==> src/rtl/exec_sequencer.sv <==
// exec_sequencer: fetch/execute sequencer for the 4-bit processor.
// Owns the phase FSM, the instruction latch, the C/Z flag register, the
// OUT-port valid/ready handshake and a retired-instruction counter.
// Decode strobes are passed through only in legal, non-stalled cycles.
module exec_sequencer #(
  parameter int INSTR_W = 4,
  parameter int OPRND_W = 4,
  parameter int CNT_W   = 8
) (
  input  logic                       clock_i,
  input  logic                       reset_i,
  input  logic                       enable_i,
  input  logic                       step_i,
  input  logic [INSTR_W+OPRND_W-1:0] prog_byte_i,
  input  logic                       alu_c_i,
  input  logic                       alu_z_i,
  input  logic                       dec_inc_pc_i,
  input  logic                       dec_load_pc_i,
  input  logic                       dec_load_a_i,
  input  logic                       dec_load_flags_i,
  input  logic                       dec_load_out_i,
  input  logic                       out_ready_i,
  output logic                       phase_o,
  output logic [INSTR_W-1:0]         instr_o,
  output logic [OPRND_W-1:0]         oprnd_o,
  output logic                       c_flag_o,
  output logic                       z_flag_o,
  output logic                       inc_pc_o,
  output logic                       load_pc_o,
  output logic                       load_a_o,
  output logic                       load_flags_o,
  output logic                       load_out_o,
  output logic                       out_valid_o,
  output logic                       busy_o,
  output logic [CNT_W-1:0]           retired_o
);

  typedef enum logic [1:0] {
    S_IDLE  = 2'd0,
    S_FETCH = 2'd1,
    S_EXEC  = 2'd2,
    S_WAIT  = 2'd3
  } state_t;

  state_t             state_q, state_d;
  logic [INSTR_W-1:0] instr_q;
  logic [OPRND_W-1:0] oprnd_q;
  logic               c_q, z_q;
  logic               out_valid_q;
  logic [CNT_W-1:0]   retired_q;
  logic               stall;
  logic               complete;

  // A new OUT cannot overwrite a value the consumer has not yet taken.
  assign stall = dec_load_out_i & out_valid_q & ~out_ready_i;

  // Next-state and strobe qualification; reset kills strobes in the same cycle.
  always_comb begin
    state_d      = state_q;
    phase_o      = 1'b0;
    inc_pc_o     = 1'b0;
    load_pc_o    = 1'b0;
    load_a_o     = 1'b0;
    load_flags_o = 1'b0;
    load_out_o   = 1'b0;
    complete     = 1'b0;
    case (state_q)
      S_IDLE: begin
        if (enable_i || step_i) state_d = S_FETCH;
      end
      S_FETCH: begin
        inc_pc_o = dec_inc_pc_i;
        state_d  = S_EXEC;
      end
      S_EXEC, S_WAIT: begin
        phase_o = 1'b1;
        if (stall) begin
          state_d = S_WAIT;
        end else begin
          inc_pc_o     = dec_inc_pc_i;
          load_pc_o    = dec_load_pc_i;
          load_a_o     = dec_load_a_i;
          load_flags_o = dec_load_flags_i;
          load_out_o   = dec_load_out_i;
          complete     = 1'b1;
          state_d      = enable_i ? S_FETCH : S_IDLE;
        end
      end
      default: state_d = S_IDLE;
    endcase
    if (reset_i) begin
      inc_pc_o     = 1'b0;
      load_pc_o    = 1'b0;
      load_a_o     = 1'b0;
      load_flags_o = 1'b0;
      load_out_o   = 1'b0;
      complete     = 1'b0;
    end
  end

  // State, instruction latch, flags, OUT handshake and retire counter.
  always_ff @(posedge clock_i) begin
    if (reset_i) begin
      state_q     <= S_IDLE;
      instr_q     <= '0;
      oprnd_q     <= '0;
      c_q         <= 1'b0;
      z_q         <= 1'b0;
      out_valid_q <= 1'b0;
      retired_q   <= '0;
    end else begin
      state_q <= state_d;
      if (state_q == S_FETCH) begin
        instr_q <= prog_byte_i[INSTR_W+OPRND_W-1:OPRND_W];
        oprnd_q <= prog_byte_i[OPRND_W-1:0];
      end
      if (load_flags_o) begin
        c_q <= alu_c_i;
        z_q <= alu_z_i;
      end
      // A new load wins over a same-cycle acknowledge.
      if (load_out_o)       out_valid_q <= 1'b1;
      else if (out_ready_i) out_valid_q <= 1'b0;
      if (complete) retired_q <= retired_q + CNT_W'(1);
    end
  end

  assign instr_o     = instr_q;
  assign oprnd_o     = oprnd_q;
  assign c_flag_o    = c_q;
  assign z_flag_o    = z_q;
  assign out_valid_o = out_valid_q;
  assign busy_o      = (state_q != S_IDLE);
  assign retired_o   = retired_q;

endmodule
==> config.mk <==
export PLATFORM = sky130hd
export DESIGN_NAME = exec_sequencer
export DESIGN_NICKNAME = d
export VERILOG_FILES = /design/src/rtl/exec_sequencer.sv
export SDC_FILE = /design/constraint.sdc
export NUM_CORES = 1
export LEC_CHECK = 0
export BUFFER_PORTS_ARGS = -buffer_cell sky130_fd_sc_hd__buf_2
export CORE_MARGIN = 4
export CORE_UTILIZATION = 35
export DETAILED_ROUTE_END_ITERATION = 10
export SLEW_MARGIN = 10
export SYNTH_ARGS = -nofsm -noshare
export SYNTH_HDL_FRONTEND = slang
export SYNTH_SLANG_ARGS = --single-unit
==> constraint.sdc <==
create_clock -name clock_i -period 1.7 [get_ports clock_i]
set_clock_uncertainty 0.2 [all_clocks]
set_input_delay 0.34 -clock clock_i [delete_from_list [all_inputs] [get_ports clock_i]]
set_output_delay 0.34 -clock clock_i [all_outputs]
set_load 0.005 [all_outputs]
==> reports/results.tsv <==
metric	value	unit
fp-row-count	18	
max_stage_delay	340	ps
cts_buffer_depth	2	
grt_pass1_vias	900	
max_slew_margin	0.838	
ys_ff_latch	21	
die_w	60.1	um
synth_compound_area_frac	0.135	
synth_edf_count	0	
clock-sinks	21	
final_layout_size_suffix_gt1_frac	0.449	
violations	setup timing	
slew_viol_final	0	
core	2520	um^2
ant_nets	0	
cts_root_buf	clkbuf_4	
timing.final.ws_setup	-61.6	ps
worstPathArrival	1220	ps
io-pin-count	46	
ys_types	27	
start_util	0.376	
drcViolationCount	0	
postSynthCellCount	113	
synth_ff_type	dfxtp_1	
synth_fa_ha_area_frac	0.0132	
yosys_warnings	0	
dr_total_vias	984	
ff2ff_setup_slack	80	ps
yosysSeqAreaShare	0.443	
wl_per_cell	12.5	um
setup_violations	5	
cts-buffers-inserted	3	
crit_type	reg2out	
grt_max_degree	18	
htree_num_levels	1	
power.density	741	nW/um^2
min_path_type	in2reg	
syn2layout_area_growth	41.0	%
synth_top_family_by_area	simple AND/OR/NAND/NOR gates	
overflow	0	
antenna_found_initial	0	
max-vdd-ir-drop	0.423	mV
cp_cell_sequence	nand3b_1 -> nand2_4 -> nor3b_2 -> buf_2	
worstPathMaxFanout	7	
fin_cells	197	
clkTransAtPathRegs	110	ps
avgSynthCellArea	8.39	um^2
power	0.991	mW
drt_iter0_markers	17	
muxShareOfSynthArea	0.0567	
fin_crit	1760	ps
tightest_slew	243	ps
portBuffers	45	
leakagePower	0.619	nW
synth.area.top_cells	dfxtp_1 44%, a21oi_1 8.4%, nand2_1 7.5%	
syn_nets	134	
final_nets	189	
cp_data_required_time	1160	ps
period_share	1.04	
grt_pass1_wl	4000	um
synth.top_cell.area_share	0.443	
die_y	60.1	um
vias_per_cell	4.99	
wirelength	2470	um
synth_area	948	um^2
insertion_delay	310	ps
async_flop_share	0	
cts_tree	built	
status	complete, but fails checks	
synth_top_cell_by_area	dfxtp_1	
dp_hpwl	1870	um
slowest_stage	dfxtp_2	
critPathCaptureType	primary output	
finalHoldViolCount	0	
rsz0062_at_grt	true	
yosys.area_share.simple	0.305	
synth_xor_area_frac	0	
max_freq	568	MHz
dp_cells	189	
dr.pass1.iters	5	
antenna_cells	0	
gp_congestion	0.801	
hold_buffers	0	
cap_viol_max_count	0	
grtUsageTotal	0.147	
dieArea	3610	um^2
startpoint_type	register	
-- path summary, 6_finish.rpt --
kind | start | endpoint | cells past startpoint
max | out_valid_o | load_out_o | 4
min | enable_i | state_q[0] | 2
max reg2reg | out_valid_o | retired_o[6] | 4
min reg2reg | instr_o[2] | instr_o[2] | 2
-- cells in the mapped netlist (3+ instances only) --
master	count
a21oi_1	16
clkbuf_1	6
dfxtp_1	21
mux2_2	3
nand2_1	19
nand2b_1	7
nand3_1	6
nor2_1	3
nor2b_1	4
nor3b_1	4
o31ai_1	3
or4_1	3
-- layer usage --
metal	global-route usage	routed length [um]	up-vias	share of wire
li1	-	-	501	-
met1	0.183	1060	449	0.43
met2	0.242	1240	30	0.50
met3	0.0346	141	4	0.057
met4	0.0570	28	0	0.011
met5	0	0	-	0
-- registers in the layout, indices dropped and copies added, names as in the netlist --
register,cells
instr_o,4
c_flag_o,1
retired_o,8
z_flag_o,1
state_q,2
out_valid_o,1
oprnd_o,4
-- stage by stage --
step	setup WS (ps)	util	area [um^2]	hold WS, ps	setup TNS [ps]
finish	-61.6	0.530	1340	57.6	-148
detailed placement	-38.9	0.491	1240	247	-38.9
CTS	-56.7	0.522	1320	41.1	-235
floorplan	117	-	948	253	0
global placement	21.7	0.491	1240	240	0
global route	-133	0.530	1340	63.5	-530
-- cells by family (layout without fill, tap and decap cells) --
family,Yosys count,count (layout)
muxes,5,5
buffers and inverters,9,63
and+or+nand+nor,54,54
AOI/OAI and AO/OA,23,23
DFF,21,21
adders and majority gates,1,1
-- worst max-delay path: cells and delay by family (launching register included) --
family                 cells  cell delay (ps)
AND/OR/NAND/NOR            3              460
flip-flops                 1              340
buffers and inverters      1              130
-- cell usage in the layout (no fill, tap or decap), types with 2 or more instances in the layout --
master / instances
buf_4: 13
nand2_1: 18
dfxtp_1: 19
o31ai_1: 3
o21ai_0: 2
clkbuf_4: 3
a21oi_1: 16
nor2_1: 3
nor3b_2: 4
nand2b_1: 7
nor2b_1: 4
or4_1: 3
nand3_1: 6
mux2_2: 3
buf_2: 45
mux2i_1: 2
-- area by class of cell --
| class | instances | area [um^2] |
|---|---|---|
| multi-input cells | 83 | 520 |
| clock inverters | 1 | 5.00 |
| flip-flops and latches | 21 | 425 |
| well taps | 30 | 37.5 |
| inverters | 1 | 3.75 |
| fillers | 251 | 1180 |
| clock buffers | 3 | 22.5 |
| repair buffers | 58 | 323 |
-- report_power, final --
part           switching, mW  internal [mW]  leakage (nW)
Clock                  0.155         0.0879        0.0177
Combinational         0.0967          0.106         0.429
Sequential            0.0231          0.522         0.172
-- repair_timing --
action,4_1_cts,5_1_grt
endpoints found under the setup margin,6,7
pin swaps,6,1
endpoints found under the hold margin,0,0
setup buffers,2,2
gates resized for setup,9,3
(Power assumes the default switching activity.)
